File: config.mk
export PLATFORM = sky130hd
export DESIGN_NAME = bcd_limit_counter
export DESIGN_NICKNAME = d
export VERILOG_FILES = /design/src/rtl/bcd_limit_counter.sv
export SDC_FILE = /design/constraint.sdc
export NUM_CORES = 1
export LEC_CHECK = 0
export ABC_AREA = 1
export BUFFER_PORTS_ARGS = -buffer_cell sky130_fd_sc_hd__buf_4
export CAP_MARGIN = 20
export CELL_PAD_IN_SITES_DETAIL_PLACEMENT = 2
export CELL_PAD_IN_SITES_GLOBAL_PLACEMENT = 2
export CORE_MARGIN = 3
export CORE_UTILIZATION = 28
export DETAILED_ROUTE_END_ITERATION = 7
export PLACE_DENSITY_LB_ADDON = 0.08
export SETUP_SLACK_MARGIN = 0.1
export SLEW_MARGIN = 30
export SYNTH_ARGS = -nofsm -noshare
export SYNTH_HDL_FRONTEND = slang
export SYNTH_SLANG_ARGS = --single-unit
File: constraint.sdc
create_clock -name clk -period 1.9 [get_ports clk]
set_input_delay 0.475 -clock clk [delete_from_list [all_inputs] [get_ports clk]]
set_output_delay 0.475 -clock clk [all_outputs]
set_load 0.05 [all_outputs]
File: src/rtl/bcd_limit_counter.sv
// Up/down packed-BCD counter with a programmable terminal count, wrap or saturate
// at the boundaries, validated synchronous load and per-digit change enables.
module bcd_limit_counter #(
    parameter int unsigned DIGITS   = 4,
    parameter int unsigned LIMIT    = 9675,
    parameter int unsigned SATURATE = 0
) (
    input  logic                  clk,
    input  logic                  rst,
    input  logic                  ena,
    input  logic                  up_dn,
    input  logic                  clr,
    input  logic                  load,
    input  logic [4*DIGITS-1:0]   load_data,
    output logic [4*DIGITS-1:0]   Qdata,
    output logic [DIGITS-1:0]     digit_ena,
    output logic                  tc,
    output logic                  at_limit,
    output logic                  at_zero,
    output logic                  load_err
);

    function automatic logic [4*DIGITS-1:0] to_bcd(input int unsigned v);
        logic [4*DIGITS-1:0] r;
        int unsigned         x;
        r = '0;
        x = v;
        for (int unsigned i = 0; i < DIGITS; i++) begin
            r[4*i +: 4] = 4'(x % 10);
            x           = x / 10;
        end
        return r;
    endfunction

    localparam logic [4*DIGITS-1:0] LIMIT_BCD = to_bcd(LIMIT);

    logic [4*DIGITS-1:0] r_q;
    logic                r_tc;
    logic                r_load_err;

    logic [4*DIGITS-1:0] w_inc;
    logic [4*DIGITS-1:0] w_dec;
    logic [DIGITS-1:0]   w_up_chain;
    logic [DIGITS-1:0]   w_dn_chain;
    logic                w_load_ok;
    logic [4*DIGITS-1:0] w_next;
    logic [DIGITS-1:0]   w_digit_ena;
    logic                w_tc_next;
    logic                w_err_next;
    logic                w_at_limit;
    logic                w_at_zero;

    assign w_at_limit = (r_q == LIMIT_BCD);
    assign w_at_zero  = (r_q == '0);

    // Ripple carry/borrow per digit; the chain bit is also the digit's change enable.
    always_comb begin : bcd_step
        logic       c;
        logic       b;
        logic [3:0] d;
        w_inc      = r_q;
        w_dec      = r_q;
        w_up_chain = '0;
        w_dn_chain = '0;
        c          = 1'b1;
        b          = 1'b1;
        for (int unsigned i = 0; i < DIGITS; i++) begin
            d             = r_q[4*i +: 4];
            w_up_chain[i] = c;
            w_dn_chain[i] = b;
            if (c) w_inc[4*i +: 4] = (d == 4'd9) ? 4'd0 : d + 4'd1;
            if (b) w_dec[4*i +: 4] = (d == 4'd0) ? 4'd9 : d - 4'd1;
            c = c & (d == 4'd9);
            b = b & (d == 4'd0);
        end
    end

    // Digit-wise BCD compare equals numeric compare once every digit is 0..9.
    always_comb begin
        w_load_ok = (load_data <= LIMIT_BCD);
        for (int unsigned i = 0; i < DIGITS; i++) begin
            if (load_data[4*i +: 4] > 4'd9) w_load_ok = 1'b0;
        end
    end

    always_comb begin
        w_next      = r_q;
        w_digit_ena = '0;
        w_tc_next   = 1'b0;
        w_err_next  = 1'b0;
        if (clr) begin
            w_next = '0;
        end else if (load) begin
            if (w_load_ok) w_next = load_data;
            else           w_err_next = 1'b1;
        end else if (ena) begin
            if (up_dn) begin
                if (w_at_limit) begin
                    w_tc_next   = 1'b1;
                    w_next      = (SATURATE != 0) ? r_q : '0;
                    w_digit_ena = (SATURATE != 0) ? '0 : '1;
                end else begin
                    w_next      = w_inc;
                    w_digit_ena = w_up_chain;
                end
            end else begin
                if (w_at_zero) begin
                    w_tc_next   = 1'b1;
                    w_next      = (SATURATE != 0) ? r_q : LIMIT_BCD;
                    w_digit_ena = (SATURATE != 0) ? '0 : '1;
                end else begin
                    w_next      = w_dec;
                    w_digit_ena = w_dn_chain;
                end
            end
        end
    end

    always_ff @(posedge clk or posedge rst) begin
        if (rst) begin
            r_q        <= '0;
            r_tc       <= 1'b0;
            r_load_err <= 1'b0;
        end else begin
            r_q        <= w_next;
            r_tc       <= w_tc_next;
            r_load_err <= w_err_next;
        end
    end

    assign Qdata     = r_q;
    assign digit_ena = w_digit_ena;
    assign tc        = r_tc;
    assign load_err  = r_load_err;
    assign at_limit  = w_at_limit;
    assign at_zero   = w_at_zero;

endmodule
==> impl_metrics.tcl, run 1 <==
set metrics [dict create \
    cts_sinks 18 \
    cts_hold_buf 0 \
    gp_congestion 0.894 \
    synth.top_cell.area_share 0.218 \
    synth_fp_nets 369 \
    synth-seq-cells 18 \
    synthArstFlopShare 1.00 \
    grt_start_max_net_pins 19 \
    row_count 30 \
    cts-root-buf "clkbuf_8" \
    die_h_um 91.9 \
    num_io_pins 46 \
    avgSynthCellArea_um2 6.11 \
    initial_core_util 0.296 \
    worst_endpoint "digit_ena[2]" \
    error "[ERROR DPL-0033] detailed placement checks failed during check placement." \
    yosysMostFrequentCell "nand2_1" \
    synth_area_mm2 0.00207 \
    stop_stage "5_1_grt" \
    ctsLongestPathBuffers 2 \
    die_w_um 91.9 \
    synth_cell_type_count 38 \
    outcome "stopped before the end" \
    yosys-top-cells-count "104 x nand2_1, 50 x nand3_1, 34 x inv_1, 27 x nor2_1, 19 x o21ai_0" \
    synth-edff-count 0 \
    ys_warn_count 0 \
    synth_ff_type "dfrtp_1" \
    cts_buffers 3 \
    synth_seq_area_share 0.218 \
    synth_area_leaders "dfrtp_1 22%, nand2_1 19%, nand3_1 12%" \
    ctsHtreeMaxLevel 1 \
    placed_area_mm2 0.00299 \
    yosys.area.top_type "dfrtp_1" \
    endpoint_type "output port" \
    io_buffers 45 \
    hpwl_um 7990 \
    dp_cells 525 \
    synthCells 338 \
    antenna_found_initial 0 \
]
## stage by stage
step                      hold slack, ns   util  worst slack (ns)
after floorplan                    0.413      -            -0.223
after global placement             0.535  0.429           -0.0535
after detailed placement           0.539  0.429            -0.137
after CTS                          0.256  0.461            -0.304
## logic make-up after synthesis
family / after synthesis / share of synthesized area
AO/OA/AOI/OAI: 45 / 0.127
XOR/XNOR: 1 / 0.00424
adder cells (fa/ha/maj): 9 / 0.0545
buffers and inverters: 49 / 0.0999
flip-flops: 18 / 0.218
AND/OR/NAND/NOR: 216 / 0.496
## what timing repair did
item / in CTS
gates resized for setup: 30
setup buffers: 5
pin swaps: 13
endpoints found under the setup margin: 18
==> run 2: changes to the inputs <==
CELL_PAD_IN_SITES_DETAIL_PLACEMENT = default   (was 2)
CELL_PAD_IN_SITES_GLOBAL_PLACEMENT = default   (was 2)
CORE_UTILIZATION = 40   (was 28)
PLACE_DENSITY_LB_ADDON = 0.15   (was 0.08)
SETUP_SLACK_MARGIN = default   (was 0.1)
==> impl_metrics.tcl, run 2 <==
set metrics [dict create \
    grt_start_max_net_pins 19 \
    cts_tree "done" \
    cap_violations 0 \
    antenna_found_initial 0 \
    slew_headroom 0.755 \
    diodes 0 \
    cts-root-buf "clkbuf_8" \
    dieArea_mm2 0.00606 \
    dr_total_vias 2669 \
    clock_latency_ns 0.26 \
    seq_area_um2 468 \
    worst-slew-pin-transition_ns 0.367 \
    io_buffers 45 \
    dr.pass1.iters 5 \
    synth_area_mm2 0.00207 \
    avgSynthCellArea_um2 6.11 \
    final_cell_mix "104 x buf_4, 96 x nand2_1, 42 x nand3_1, 25 x inv_1, 22 x nor2_1" \
    nNetsFinal 478 \
    fin_crit_sh 1.17 \
    multi_input_area_mm2 0.00160 \
    synth_ff_type "dfrtp_1" \
    yosys.area.top_type "dfrtp_1" \
    initial_core_util 0.426 \
    critPathArrivalTime_ns 1.74 \
    die_h_um 77.9 \
    finalWorstSetupSlack_ns -0.314 \
    cts_hold_buf 0 \
    via_per_inst 5.20 \
    synthToLayoutAreaGrowth_pct 59.2 \
    outcome "complete, but fails checks" \
    layout_commonest_cell "buf_4" \
    ctsHtreeMaxLevel 1 \
    wl_um 7310 \
    synth-edff-count 0 \
    synthCells 338 \
    final_layout_size_suffix_gt1_frac 0.444 \
    synth_fp_nets 369 \
    max-vdd-ir-drop_v 0.000422 \
    synth_seq_area_share 0.218 \
    hold_class "in2async" \
    ctsLongestPathBuffers 2 \
    drtIter0Drc 219 \
    rsz0062_at_grt "true" \
    num_io_pins 46 \
    grt_overflow 0 \
    synth.top_cell.area_share 0.218 \
    grt.total_usage 0.228 \
    crit_path_end_kind "output port" \
    row_count 25 \
    setup_viol 9 \
    critPathLaunchType "flip-flop" \
    die_w_um 77.9 \
    instances_no_fill 513 \
    synth-seq-cells 18 \
    cp_data_required_time_ns 1.42 \
    cts_sinks 18 \
    holdWs_ns 0.235 \
    wl_per_cell_um 14.2 \
    drv_slew 0 \
    hold_viol_final 0 \
    n_fill_cell 431 \
    power_leakage_uw 0.00173 \
    synthArstFlopShare 1.00 \
    ant_nets 0 \
    power_density_mw_per_mm2 694 \
    coreArea_mm2 0.00485 \
    hpwl_um 5390 \
    cts_buffers 3 \
    violations "negative setup slack" \
    clk_pin_slew_ns 0.08 \
    drc 0 \
    critical_path_class "reg2out" \
    synth_cell_type_count 38 \
    skew_ns 0.00248 \
    yosysMostFrequentCell "nand2_1" \
    crit_path_max_fanout 4 \
    dp_cells 494 \
    grt_pass1_vias 2331 \
    fmax_mhz 452 \
    synth_area_leaders "dfrtp_1 22%, nand2_1 19%, nand3_1 12%" \
    yosys-top-cells-count "104 x nand2_1, 50 x nand3_1, 34 x inv_1, 27 x nor2_1, 19 x o21ai_0" \
    finalCriticalPeriod_ns 2.21 \
    ys_warn_count 0 \
    gp_congestion 0.934 \
    largest_reg_flops 16 \
    grt_pass1_wl_um 11100 \
]
run 2: cell counts after synthesis:
No cell type changed its count.
run 2: cell type report:
type                       instances  area share
inverter                          38      0.0457
tap                               67      0.0255
sequential                        18       0.142
timing repair buffer             115       0.283
multi-input combinational        271       0.486
clock buffer                       4      0.0167
run 2: worst paths after layout:
check	cells after the start	to	slack [ns]	start
worst max-delay path	10	digit_ena[3]	-0.31	Qdata[1]
worst min-delay path	3	load_err	0.24	rst
max in group asynchronous	3	Qdata[3]	1.44	rst
min in group clk	2	Qdata[5]	0.55	Qdata[5]
worst min register to register	2	Qdata[5]	0.55	Qdata[5]
worst max register to register	15	Qdata[12]	-0.11	Qdata[1]
run 2: logic make-up (layout without fill, tap and decap cells):
kind of cell,after synthesis,after routing,synth area share
compound gates,45,45,0.127
xor+xnor,1,1,0.00424
fa+ha+maj,9,9,0.0545
buf+inv,49,157,0.0999
flops,18,18,0.218
simple gates,216,216,0.496
run 2: stage by stage:
stage / TNS, ns / total power [uW] / setup slack (ns) / instance area (um^2) / util
after floorplan: -0.670 / 1290 / -0.223 / 2160 / -
after global placement: -0.116 / 1770 / -0.0677 / 2940 / 0.606
after global routing: -2.70 / 2430 / -0.382 / 3290 / 0.678
after detailed placement: -0.209 / 1790 / -0.108 / 2940 / 0.606
after CTS: -1.25 / 2160 / -0.278 / 3100 / 0.639
final: -1.86 / 2280 / -0.314 / 3290 / 0.678
run 2: power breakdown:
group | switching (uW) | leakage (uW) | total (uW) | internal (uW)
sequential | 71.3 | 0.000216 | 515 | 444
combinational | 830 | 0.00149 | 1430 | 601
clock | 153 | 0.0000288 | 337 | 185
total | 1050 | 0.00173 | 2280 | 1230
run 2: repair_timing:
action | 4_1_cts | 5_1_grt
setup buffers | 6 | 10
hold endpoints to repair | 0 | 0
pin swaps | 12 | 14
resized for setup | 14 | 30
setup endpoints to repair | 5 | 19
run 2: metal layers:
layer	global-route usage	vias to the layer above	wire length, um
met5	0	-	0
met3	0.0336	21	580
li1	-	1323	-
met2	0.364	126	3370
met1	0.318	1199	3210
met4	0.0623	0	144
run 2: critical path, stage by stage (launching register included):
cell and delay [ns]:
dfrtp_2 0.43, inv_4 0.07, buf_6 0.11, ha_4 0.14
nand3_4 0.09, nor2_4 0.13, nand2_1 0.05, nand2_1 0.07
nand2_2 0.08, nor2_4 0.14, buf_8 0.16
No activity file was read; power rests on OpenSTA's default activity.
==> run 3: changes to the inputs <==
ABC_AREA = default   (was 1)
==> impl_metrics.tcl, run 3 <==
set metrics [dict create \
    num_io_pins 46 \
    power_leakage_uw 0.00155 \
    hpwl_um 5740 \
    cp_top_family "simple AND/OR/NAND/NOR gates" \
    yosys-top-cells-count "26 x o21ai_0, 24 x nor2_1, 23 x nand2_1, 18 x dfrtp_1, 17 x a21oi_1" \
    power_density_mw_per_mm2 653 \
    clock_latency_ns 0.27 \
    fin_crit_sh 1.33 \
    synth_seq_area_share 0.233 \
    coreArea_mm2 0.00450 \
    clk_pin_slew_ns 0.09 \
    grt_overflow 0 \
    design_area_mm2 0.00346 \
    skew_ns 0.0132 \
    final_cell_mix "133 x buf_4, 21 x nand2_1, 21 x nor2_1, 19 x o21ai_0, 15 x a21oi_1" \
    cap_violations 0 \
    rsz0062_at_grt "true" \
    final_layout_size_suffix_gt1_frac 0.556 \
    dr.pass1.iters 5 \
    cts-root-buf "clkbuf_8" \
    critical_path_class "reg2out" \
    synth_area_leaders "dfrtp_1 23%, o21ai_0 6.7%, ha_1 5.8%" \
    cts_buffers 3 \
    synth_area_mm2 0.00193 \
    layout_commonest_cell "buf_4" \
    crit_path_end_kind "output port" \
    row_count 24 \
    worst_path_largest_cell_delay_ns 0.52 \
    critPathArrivalTime_ns 2.06 \
    wl_met3_um 633 \
    cp_slowest_cell "or4_4" \
    drc 0 \
    critPathBufInv 2 \
    finalCriticalPeriod_ns 2.53 \
    synthArstFlopShare 1.00 \
    synth_ff_type "dfrtp_1" \
    slew_headroom 0.609 \
    cts_tree "done" \
    gp_congestion 0.969 \
    drtIter0Drc 265 \
    die_w_um 75.5 \
    cts_sinks 18 \
    p_sw_uw 985 \
    setup_viol 21 \
    netSwitchingFraction 0.436 \
    n_fill_cell 316 \
    rrSetupSlack_ns -0.59 \
    hold_class "in2async" \
    drv_slew 0 \
    dr_total_vias 2658 \
    grt_start_max_net_pins 19 \
    synthCells 253 \
    cp_data_required_time_ns 1.42 \
    critPathLaunchType "flip-flop" \
    antenna_found_initial 0 \
    power_frac_seq 0.217 \
    hold_viol_final 0 \
    grt_pass1_wl_um 12100 \
    wl_per_cell_um 19.2 \
    placed_area_mm2 0.00300 \
    via_per_inst 6.08 \
    outcome "complete, but fails checks" \
    synthToLayoutAreaGrowth_pct 79.3 \
    synth-edff-count 0 \
    p_int_uw 1270 \
    initial_core_util 0.429 \
    avgSynthCellArea_um2 7.63 \
    io_buffers 45 \
    dp_cells 414 \
    crit_chain "inv_2, ha_4, nand3b_1, or4_4, and3_4, nor3_4, buf_6" \
    yosys.area.top_type "dfrtp_1" \
    cts_hold_buf 0 \
    crit_path_max_fanout 2 \
    synth_fp_nets 284 \
    wl_um 8380 \
    instances_no_fill 437 \
    violations "negative setup slack" \
    nNetsFinal 417 \
    max-vdd-ir-drop_v 0.000442 \
    wl_met2_um 4050 \
    ctsHtreeMaxLevel 1 \
    ant_nets 0 \
    diodes 0 \
    ctsLongestPathBuffers 2 \
    fmax_mhz 394 \
    worst-slew-pin-transition_ns 0.585 \
    pwr-share-clk 0.149 \
    pwr-share-comb 0.634 \
    yosysMostFrequentCell "o21ai_0" \
    grt.total_usage 0.285 \
    wirelength_met1_um 3390 \
    die_h_um 75.5 \
    route.top_layer_used "met4" \
    synth_cell_type_count 63 \
    dieArea_mm2 0.00570 \
    grt_pass1_vias 2375 \
    finalWorstSetupSlack_ns -0.635 \
    ys_warn_count 0 \
    synth-seq-cells 18 \
    largest_reg_flops 16 \
    synth.top_cell.area_share 0.233 \
]
run 3: timing repair:
action / 4_1_cts / 5_1_grt
pin swaps: 10 / 19
setup endpoints to repair: 22 / 22
gates resized for setup: 21 / 37
hold endpoints to repair: 0 / 0
setup buffers: 10 / 13
run 3: per-stage QoR:
stage / worst slack [ns] / TNS (ns) / hold WS [ns] / power (uW) / util
6_report: -0.635 / -9.11 / 0.223 / 2260 / 0.768
5_1_grt: -0.672 / -10.16 / 0.243 / 2370 / 0.768
4_1_cts: -0.631 / -7.96 / 0.231 / 2120 / 0.714
3_5_place_dp: -0.437 / -6.19 / 0.522 / 1710 / 0.666
3_3_place_gp: -0.359 / -5.60 / 0.521 / 1690 / 0.666
2_1_floorplan: -0.799 / -8.34 / 0.413 / 1210 / -
run 3: area by class of cell:
class,instances,area (um^2),share of cell area
clock buffer,4,55.1,0.0159
inverter,16,66.3,0.0192
multi-input combinational,202,1650,0.478
sequential,18,467,0.135
tap,52,65.1,0.0188
timing repair buffer,145,1150,0.333
run 3: cells by family (layout without fill, tap and decap cells):
kind of cell / count (synthesis) / after routing / share of synthesized area
simple gates: 96 / 96 / 0.270
compound gates: 88 / 88 / 0.315
buf+inv: 33 / 165 / 0.0732
flops: 18 / 18 / 0.233
fa+ha+maj: 9 / 9 / 0.0583
mux: 6 / 6 / 0.0369
xor+xnor: 3 / 3 / 0.0136
run 3: final timing paths:
| path | start | to | depth (start not counted) |
|---|---|---|---|
| min in group clk | load_data[12] | Qdata[12] | 3 |
| max in group asynchronous | rst | Qdata[4] | 3 |
| worst min-delay path | rst | Qdata[6] | 3 |
| worst min register to register | Qdata[4] | Qdata[4] | 1 |
| worst max register to register | Qdata[13] | Qdata[4] | 11 |
| worst max-delay path | Qdata[13] | digit_ena[1] | 7 |
run 3: metal layers:
layer,GRT usage,up-vias
li1,-,1207
met1,0.381,1246
met2,0.456,166
met3,0.0383,39
met4,0.128,0
met5,0,-
run 3: worst register-to-register path, delay by kind of cell (launching register included):
family | cells | cell delay (ns)
adder cells (fa/ha/maj) | 1 | 0.12
AO/OA/AOI/OAI | 1 | 0.11
multiplexers | 1 | 0.32
flip-flops | 1 | 0.41
buffers and inverters | 4 | 0.41
AND/OR/NAND/NOR | 4 | 0.99
run 3: power by group through the flow:
stage | Clock, uW | Combinational [uW] | Sequential, uW
after floorplan | 0 | 518 | 690
after global placement | 0 | 1200 | 493
after detailed placement | 0 | 1210 | 496
after CTS | 345 | 1280 | 488
after global routing | 357 | 1520 | 495
final | 337 | 1430 | 491
